File: src/rtl/run_length_detector_pkg.sv
// -----------------------------------------------------------------------------
// run_det_pkg
// Shared definitions for the run-length detector:
//   - mode encodings (which run values may raise a detection)
//   - the run-tracker FSM state type
//   - mode_permits(): decides whether a run of a given value may be reported
// -----------------------------------------------------------------------------
package run_det_pkg;

    localparam logic [1:0] MODE_BOTH  = 2'b00;
    localparam logic [1:0] MODE_ZEROS = 2'b01;
    localparam logic [1:0] MODE_ONES  = 2'b10;
    localparam logic [1:0] MODE_OFF   = 2'b11;

    typedef enum logic [0:0] {
        ST_IDLE = 1'b0,
        ST_RUN  = 1'b1
    } state_e;

    // True when a run of value 'val' is allowed to be reported under 'mode'.
    function automatic logic mode_permits(input logic [1:0] mode, input logic val);
        logic ok;
        case (mode)
            MODE_BOTH:  ok = 1'b1;
            MODE_ZEROS: ok = ~val;
            MODE_ONES:  ok = val;
            default:    ok = 1'b0;
        endcase
        return ok;
    endfunction

endpackage

File: src/rtl/run_length_detector_sat_counter.sv
// -----------------------------------------------------------------------------
// sat_counter
// Saturating up-counter with synchronous clear.
//   Clock : rising-edge clock
//   Reset : synchronous active-high reset (clears the count)
//   clr   : synchronous clear, wins over inc
//   inc   : count one event (ignored once all-ones is reached)
//   q     : current count
// -----------------------------------------------------------------------------
module sat_counter #(
    parameter int W = 8
) (
    input  logic         Clock,
    input  logic         Reset,
    input  logic         clr,
    input  logic         inc,
    output logic [W-1:0] q
);

    logic [W-1:0] cnt_q;
    logic [W-1:0] cnt_d;

    // Next count: clear first, otherwise increment until saturated.
    always_comb begin
        cnt_d = cnt_q;
        if (clr) begin
            cnt_d = {W{1'b0}};
        end else if (inc && (cnt_q != {W{1'b1}})) begin
            cnt_d = cnt_q + {{(W-1){1'b0}}, 1'b1};
        end else begin
            cnt_d = cnt_q;
        end
    end

    // Count register.
    always_ff @(posedge Clock) begin
        if (Reset) begin
            cnt_q <= {W{1'b0}};
        end else begin
            cnt_q <= cnt_d;
        end
    end

    assign q = cnt_q;

endmodule

File: src/rtl/run_length_detector.sv
// -----------------------------------------------------------------------------
// run_length_detector
// Flags when the last RUN_LEN enabled samples of 'w' were identical.
//   Clock    : rising-edge clock
//   Reset    : synchronous active-high reset
//   en       : sample enable; all state holds while low
//   w        : serial data sample
//   mode     : 00 both values, 01 zeros only, 10 ones only, 11 detection off
//   clr_hits : synchronous clear of hit_cnt
//   z        : detection level, derived from registered state only
//   z_pulse  : one-cycle pulse on each new detection
//   run_val  : value of the current run
//   run_cnt  : current run length, saturating at RUN_LEN
//   hit_cnt  : saturating count of detection events
// -----------------------------------------------------------------------------
module run_length_detector
    import run_det_pkg::*;
#(
    parameter int RUN_LEN = 4,
    parameter int CNT_W   = $clog2(RUN_LEN + 1),
    parameter int HIT_W   = 8,
    parameter int OVERLAP = 1
) (
    input  logic             Clock,
    input  logic             Reset,
    input  logic             en,
    input  logic             w,
    input  logic [1:0]       mode,
    input  logic             clr_hits,
    output logic             z,
    output logic             z_pulse,
    output logic             run_val,
    output logic [CNT_W-1:0] run_cnt,
    output logic [HIT_W-1:0] hit_cnt
);

    localparam logic [CNT_W-1:0] CNT_MAX = CNT_W'(RUN_LEN);
    localparam logic [CNT_W-1:0] CNT_ONE = CNT_W'(1);

    state_e           state_q;
    state_e           state_d;
    logic             run_val_q;
    logic             run_val_d;
    logic [CNT_W-1:0] run_cnt_q;
    logic [CNT_W-1:0] run_cnt_d;
    logic             z_pulse_q;
    logic             z_pulse_d;
    logic             reach_s;

    // Run tracker next state; reach_s marks the edge on which the count
    // climbs to RUN_LEN, which is the only moment a new detection occurs.
    always_comb begin
        state_d   = state_q;
        run_val_d = run_val_q;
        run_cnt_d = run_cnt_q;
        reach_s   = 1'b0;
        if (en) begin
            case (state_q)
                ST_IDLE: begin
                    state_d   = ST_RUN;
                    run_val_d = w;
                    run_cnt_d = CNT_ONE;
                end
                ST_RUN: begin
                    if (w != run_val_q) begin
                        run_val_d = w;
                        run_cnt_d = CNT_ONE;
                    end else if (run_cnt_q < CNT_MAX) begin
                        run_cnt_d = run_cnt_q + CNT_ONE;
                        reach_s   = ((run_cnt_q + CNT_ONE) == CNT_MAX);
                    end else if (OVERLAP != 0) begin
                        run_cnt_d = CNT_MAX;
                    end else begin
                        // Non-overlapping: the next run starts with this sample.
                        run_cnt_d = CNT_ONE;
                    end
                end
                default: begin
                    state_d   = ST_IDLE;
                    run_val_d = 1'b0;
                    run_cnt_d = {CNT_W{1'b0}};
                end
            endcase
        end else begin
            state_d = state_q;
        end
        // Pulse only on a sampling edge, so a later mode change cannot create one.
        z_pulse_d = reach_s & mode_permits(mode, w);
    end

    // Tracker and pulse registers.
    always_ff @(posedge Clock) begin
        if (Reset) begin
            state_q   <= ST_IDLE;
            run_val_q <= 1'b0;
            run_cnt_q <= {CNT_W{1'b0}};
            z_pulse_q <= 1'b0;
        end else begin
            state_q   <= state_d;
            run_val_q <= run_val_d;
            run_cnt_q <= run_cnt_d;
            z_pulse_q <= z_pulse_d;
        end
    end

    sat_counter #(
        .W (HIT_W)
    ) u_hits (
        .Clock (Clock),
        .Reset (Reset),
        .clr   (clr_hits),
        .inc   (z_pulse_d),
        .q     (hit_cnt)
    );

    // Level follows registered run state; mode gates it without a path from w.
    assign z       = (run_cnt_q == CNT_MAX) && mode_permits(mode, run_val_q);
    assign z_pulse = z_pulse_q;
    assign run_val = run_val_q;
    assign run_cnt = run_cnt_q;

endmodule

File: config.mk
export PLATFORM = sky130hd
export DESIGN_NAME = run_length_detector
export DESIGN_NICKNAME = d
export VERILOG_FILES = /design/src/rtl/run_length_detector_pkg.sv /design/src/rtl/run_length_detector_sat_counter.sv /design/src/rtl/run_length_detector.sv
export SDC_FILE = /design/constraint.sdc
export NUM_CORES = 1
export LEC_CHECK = 0
export ABC_AREA = 1
export BUFFER_PORTS_ARGS = -buffer_cell sky130_fd_sc_hd__buf_2
export CORE_MARGIN = 10
export CORE_UTILIZATION = 54
export CTS_BUF_LIST = sky130_fd_sc_hd__clkbuf_16
export DETAILED_ROUTE_END_ITERATION = 16
export GPL_TIMING_DRIVEN = 0
export PLACE_DENSITY = 0.81
export RECOVER_POWER = 25
export SYNTH_ARGS = -nofsm -noshare
export SYNTH_HDL_FRONTEND = slang
export SYNTH_HIERARCHICAL = 1
export SYNTH_SLANG_ARGS = --single-unit
File: constraint.sdc
create_clock -name Clock -period 3.79 [get_ports Clock]
set_clock_uncertainty 0.05 [all_clocks]
set_input_delay 0.9475 -clock Clock [delete_from_list [all_inputs] [get_ports Clock]]
set_output_delay 0.9475 -clock Clock [all_outputs]
set_load 0.01 [all_outputs]
==> metrics, run 1 <==
RSZ-0062 raised after global routing false; crit share post-route 65.8%; post-synth cell types 20; pwr dens 374 mW/mm²; Total GRT Usage between 10% and 20%; internal power 299 µW; final hold vios 0; Ys Warns 6; Slew headroom between 60% and 70%; largest family of logic cells by synthesized area simple AND/OR/NAND/NOR gates; htree depth 1; Worst setup endpoint z; post-synthesis xor/xnor area fraction 0%; Setup crit end kind primary output; TritonCTS Buffers 3; Via density 5.43; GR Overflow Total 0; cell area after layout slightly above 0.001 mm²; Placed Instances around 160; Post-Syn Nets between 100 and 150; Crit Path Class in2out; drt first pass iters 4; Worst EP required approximately 2.8 ns; part of the power in combinational logic between 6 and 7%; number of diodes 0; worst setup path start mode[0]; post-route ant nets 0; Port Buf Inserts 20; Synth Area in Compound Gates around an eighth; commonest non-fill, non-tap cell in the layout nand2_1; Area Overhead vs Synth 22.9%; Cells after Synth roughly 120; worst-skew pair later-pin latency between 0.2 and 0.25 ns; Max FO, Critical Path 2; FP Rows 14; core area around 0.0015 mm²; max-cap viol count 0; worst flop-to-flop path endpoint u_hits/q[5]$_SDFFE_PP0P_; clock slew seen by the registers of the worst setup and hold paths 0.04 ns; Synth Cell Area 823 µm²; multiplexer share of the synthesized area 0%; Critical Path, Cell by Cell buf_2, nand2_1, nand2_1, a211oi_1, buf_2; CTS hold repair buffers 0; max incr delay on CP 0.17 ns; initial antenna violation count 0; switching share of power 21.0%; CP Data Arrival Time 1.50 ns; FF-to-FF path depth 11; Slew Viols, Final 0; final setup fails 0; Seq cells post-synth 14; most frequent cells in the layout 28 x nand2_1, 17 x inv_1, 17 x nor2_1, 17 x buf_2, 14 x dfxtp_1; status finished, final reports clean; Clock power frac 52.6%; reg-to-reg startpoint run_cnt[0]$_SDFFE_PP0P_; DRC viols 0; first-pass GRT wire length roughly 3.5 mm; final RePlAce weighted congestion roughly 0.90; cells resized by post-CTS repair 0; leakage about 0.46 nW; Tmin final approximately 2.5 ns; Post-Syn Area per Cell 6.75 µm²; largest net degree at the start of global routing 11; post-synthesis adder-cell area fraction 7.60%; I/O pins 21; share of layout cells above drive strength 1 20.5%; Seq/Total Area, Yosys ~34%; DP Wirelength 1.55 mm; CTS root buffer clkbuf_16; die span in y ~59 µm; FF-to-FF setup slack about 1.7 ns; vias slightly below 900; die area about 0.0035 mm²; TNS Setup 0 ns; sw power 79.6 µW; Seq pwr share roughly two fifths; Slowest-stage cell, CP a211oi_1; f_max 401 MHz; clk sinks 14; Post-Route WL between 2 and 2.5 mm; CP Launch Type input pin; Placed Area approximately 940 µm²; Max Root-Sink Buffers 2; postcts setup bufs 0; routed len/inst 12.6 µm; initial DRC count 13; Post-Synth Simple-Gate Area between 30% and 40%; Pwr Total roughly 380 µW; fin nets around 160; VDD IR max between 0.3 and 0.4 mV; initial core utilization between 50% and 60%; worst hold path type reg2reg; pin slew with the least headroom to its limit ~0.57 ns; Die W about 59 µm; Finished Layout Cells ~160; vias in the first global route 848; clock tree from TritonCTS built
## sequential cells by signal (all words and copies together) (netlist names)
register / flops
run_val: 1
z_pulse: 1
state_q: 1
u_hits/q: 8
run_cnt: 3
## worst max-delay path: cells and delay by family
family                 cells  cell delay, ns
buffers and inverters      2            0.28
AND/OR/NAND/NOR            2            0.10
AO/OA/AOI/OAI              1            0.17
## layer usage
layer  vias up  part of all wire [%]  global-route usage [%]  wire, µm
met4         0                   1.8                    8.20        37
li1        440                     -                       -         -
met5         -                     0                       0         0
met3         6                   8.0                    6.01       164
met2        29                    51                    22.1      1040
met1       404                    40                    12.8       810
## cell type report
cell class                 count  area [µm²]
fill                         133         459
timing repair buffer          20        96.3
inverter                      19        71.3
buffer                         1        3.75
tap                           16        20.0
sequential                    14         280
multi-input combinational     88         462
clock inverter                 1        3.75
clock buffer                   3        75.1
## worst min-delay path by stage
stage,to,depth (start not counted),from
2_1_floorplan,state_q$_SDFFE_PP0P_,2,state_q$_SDFFE_PP0P_
3_3_place_gp,state_q$_SDFFE_PP0P_,2,state_q$_SDFFE_PP0P_
3_5_place_dp,u_hits/q[6]$_SDFFE_PP0P_,2,u_hits/q[6]$_SDFFE_PP0P_
4_1_cts,u_hits/q[6]$_SDFFE_PP0P_,2,u_hits/q[6]$_SDFFE_PP0P_
5_1_grt,state_q$_SDFFE_PP0P_,2,state_q$_SDFFE_PP0P_
6_report,u_hits/q[6]$_SDFFE_PP0P_,2,u_hits/q[6]$_SDFFE_PP0P_
## Yosys cell counts
cell,instances,share of area [%]
o21ai_0,3,1.8
a211oi_1,1,0.91
a21oi_1,12,7.3
ha_1,5,7.6
nor2_2,2,1.5
o21ai_1,2,1.2
nand4_1,1,0.76
nor2_4,1,1.4
dfxtp_1,14,34
nor3_2,1,1.2
nand3_2,1,1.2
nand3_1,10,6.1
a21oi_2,2,2.1
inv_2,2,0.91
clkbuf_1,1,0.46
nand2_2,2,1.5
nor2_1,17,7.8
nand3_4,1,2.1
inv_1,17,7.8
nand2_1,27,12
## through the flow
stage | hold WS, ns | setup WS, ns | utilization, %
finish | 0.467 | 1.29 | 68.8
global route | 0.506 | 1.23 | 68.8
CTS | 0.461 | 1.28 | 69.5
detailed placement | 0.452 | 1.29 | 64.1
global placement | 0.426 | 1.32 | 64.1
floorplan | 0.407 | 1.45 | -
## power groups by stage
stage	Combinational, mW	Sequential [mW]	Clock [mW]
finish	0.0257	0.154	0.199
global route	0.0295	0.154	0.212
CTS	0.0268	0.154	0.207
detailed placement	0.0268	0.156	0
global placement	0.0258	0.156	0
floorplan	0.0149	0.157	0
## cell families (layout without fill, tap and decap cells)
logic type	count (synthesis)	in the layout
compound gates	20	20
buf+inv	20	44
flops	14	14
fa+ha+maj	5	5
simple gates	63	63
(Power assumes the default switching activity.)
==> run 2, diff against run 1 <==
--- a/config.mk
+++ b/config.mk
@@ -5,14 +5,14 @@
 export SDC_FILE = /design/constraint.sdc
 export NUM_CORES = 1
 export LEC_CHECK = 0
-export ABC_AREA = 1
+export ABC_AREA = 0
 export BUFFER_PORTS_ARGS = -buffer_cell sky130_fd_sc_hd__buf_2
 export CORE_MARGIN = 10
-export CORE_UTILIZATION = 54
+export CORE_UTILIZATION = 44
 export CTS_BUF_LIST = sky130_fd_sc_hd__clkbuf_16
 export DETAILED_ROUTE_END_ITERATION = 16
 export GPL_TIMING_DRIVEN = 0
-export PLACE_DENSITY = 0.81
+export PLACE_DENSITY = 0.72
 export RECOVER_POWER = 25
 export SYNTH_ARGS = -nofsm -noshare
 export SYNTH_HDL_FRONTEND = slang
==> constraint.sdc (replaced) <==
create_clock -name Clock -period 2.2 [get_ports Clock]
set_clock_uncertainty 0.05 [all_clocks]
set_input_delay 0.55 -clock Clock [delete_from_list [all_inputs] [get_ports Clock]]
set_output_delay 0.55 -clock Clock [all_outputs]
set_load 0.01 [all_outputs]
==> metrics, run 2 <==
Worst Hold Depth 2; Via density 5.51; post-route ant nets 0; max-cap viol count 0; Crit Path Class reg2reg; clock tree from TritonCTS built; Slowest-stage cell, CP dfxtp_1; crit share post-route 93.8%; fin nets 118; Die W approximately 60 µm; VDD IR max 0.535 mV; multi-input logic area between 400 and 500 µm²; Area Overhead vs Synth 29.3%; initial DRC count 22; leakage around 0.42 nW; Post-synth top cells 14 x dfxtp_1, 7 x mux2i_1, 6 x inv_1, 6 x nand2_1; worst flop-to-flop path endpoint u_hits/q[5]$_SDFFE_PP0P_; CP Launch Type flip-flop; final RePlAce weighted congestion between 0.7 and 0.8; crit path buf inv count 1; Hold Path Sink state_q$_SDFFE_PP0P_; Ys Warns 6; final setup fails 0; Seq cells post-synth 14; clk sinks 14; Clock power frac around 52%; die area ~0.0038 mm²; FF-to-FF path depth 8; final hold vios 0; htree depth 1; main flop type after synthesis dfxtp_1; Port Buf Inserts 20; max FFs per register 8; most frequent cells in the layout 17 x buf_2, 12 x dfxtp_1, 7 x mux2i_1; vias in the first global route a little over 600; Post-Syn Nets 92; FF-to-FF setup slack 0.14 ns; routed len/inst between 10 and 15 µm; commonest non-fill, non-tap cell in the layout buf_2; fillers 143; vias between 600 and 700; Synth top area share between 30% and 40%; TritonCTS Buffers 3; CP Data Arrival Time between 2 and 2.5 ns; drt first pass iters 4; FF+latch area about 280 µm²; CTS hold repair buffers 0; area leader, netlist dfxtp_1; Cells after Synth 80; I/O pins 21; Synth Cell Area around 750 µm²; max incr delay on CP ~0.37 ns; switching share of power 18.9%; initial core utilization 48.2%; DP Wirelength approximately 1.3 mm; DRC viols 0; Tmin final 2.06 ns; FP Rows 14; Worst EP required ~2.3 ns; pin slew with the least headroom to its limit between 0.5 and 0.6 ns; worst hold path type reg2reg; number of diodes 0; largest net degree at the start of global routing 14; async set or reset register ratio after synthesis 0%; status finished, final reports clean; Seq pwr share a little over two fifths; CP top delay family simple AND/OR/NAND/NOR gates; hold_sp state_q$_SDFFE_PP0P_; Slew headroom 61.4%; reg-to-reg startpoint run_cnt[1]$_SDFFE_PP0P_; clock slew seen by the registers of the worst setup and hold paths about 0.040 ns; worst-skew pair later-pin latency 0.24 ns; first-pass GRT wire length about 2.7 mm; Max Root-Sink Buffers 2; Total GRT Usage under 10%; share of layout cells above drive strength 1 ~30%; Post-Syn Area per Cell about 9.4 µm²; die span in y around 60 µm; Post-synth EDFFs 0; Max FO, Critical Path 5; most used cell, CP ha_1; sw power about 120 µW; top-count cell post-synth dfxtp_1; CTS root buffer clkbuf_16; Pwr Total about 630 µW; cell area after layout approximately 970 µm²; top post-synthesis cells by area dfxtp_1 37%, mux2i_1 9.3%, ha_1 8.3%, a2111oi_4 3.7%, and3_1 3.3%; Critical Path, Cell by Cell ha_1, inv_1, ha_1, nand3_2, nor3_4, and4_4, a31oi_1, a2111oi_4; Seq/Total Area, Yosys between 30% and 40%; part of the power in combinational logic ~6%; Post-Route WL 1.74 mm; initial antenna violation count 0; internal power ~510 µW; core area between 0.0015 and 0.002 mm²; post-synth cell types 27; GR Overflow Total 0; Slew Viols, Final 0; Setup crit end kind flip-flop; f_max 484 MHz; Placed Area 871 µm²; pwr dens about 650 mW/mm²
[run 2: cell types whose count changed after synthesis, moves of 3 or more]
cell,delta
a21oi_1,-8
and3_1,+4
inv_1,-11
mux2i_1,+7
nand2_1,-21
nand3_1,-6
nor2_1,-12
or3_1,+3
[run 2: worst max-delay path by stage]
stage | startpoint | depth (start not counted) | to
floorplan | run_cnt[0]$_SDFFE_PP0P_ | 8 | u_hits/q[5]$_SDFFE_PP0P_
global placement | w | 7 | u_hits/q[5]$_SDFFE_PP0P_
detailed placement | w | 7 | u_hits/q[5]$_SDFFE_PP0P_
CTS | run_cnt[0]$_SDFFE_PP0P_ | 8 | u_hits/q[5]$_SDFFE_PP0P_
global route | run_cnt[1]$_SDFFE_PP0P_ | 8 | u_hits/q[5]$_SDFFE_PP0P_
finish | run_cnt[1]$_SDFFE_PP0P_ | 8 | u_hits/q[5]$_SDFFE_PP0P_
[run 2: layer usage]
metal | GRT usage (%) | vias to the layer above | part of all wire [%]
met3 | 4.32 | 0 | 6.4
li1 | - | 347 | -
met5 | 0 | - | 0
met4 | 3.26 | 0 | 0
met2 | 15.5 | 14 | 49
met1 | 11.0 | 300 | 45
[run 2: power by group through the flow]
stage	sequential, mW	clock, mW	combinational, mW
detailed placement	0.268	0	0.0378
CTS	0.263	0.341	0.0384
finish	0.264	0.330	0.0372
global placement	0.268	0	0.0366
global route	0.264	0.353	0.0410
floorplan	0.269	0	0.0169
[run 2: metrics by stage]
stage	instances	worst slack, ns	utilization, %	hold slack [ns]	setup TNS, ns
finish	120	0.135	62.3	0.421	0
global route	120	-0.00613	62.3	0.437	-0.00613
floorplan	80	0.0282	-	0.402	0
global placement	116	-0.127	55.9	0.417	-0.276
CTS	119	0.00254	61.5	0.441	0
detailed placement	116	-0.179	55.9	0.431	-0.401
[run 2: cell type report]
| class | instances | area share [%] |
|---|---|---|
| Clock buffer | 3 | 7.73 |
| Tap cell | 16 | 2.06 |
| Sequential cell | 14 | 29.1 |
| Inverter | 6 | 2.32 |
| Buffer | 1 | 0.773 |
| Multi-Input combinational cell | 59 | 47.3 |
| Timing Repair Buffer | 21 | 10.7 |
[run 2: kinds of logic (layout without fill, tap and decap cells)]
| group | after synthesis | in the layout | synth area share (%) |
|---|---|---|---|
| AND/OR/NAND/NOR | 33 | 33 | 24.7 |
| flip-flops | 14 | 14 | 37.3 |
| AO/OA/AOI/OAI | 13 | 13 | 15.2 |
| multiplexers | 7 | 7 | 9.33 |
| buffers and inverters | 7 | 31 | 4.00 |
| adder cells (fa/ha/maj) | 5 | 5 | 8.33 |
| XOR/XNOR | 1 | 1 | 1.17 |
[run 2: repair_timing]
action / CTS / global route
pin swaps: 0 / 2
setup buffers: 0 / 1
resized for setup: 3 / 5
setup endpoints to repair: 3 / 4
[run 2: worst min-delay path, delay by kind of cell (launching register included)]
kind | cells | cell delay, ns
simple gates | 2 | 0.11
flops | 1 | 0.32
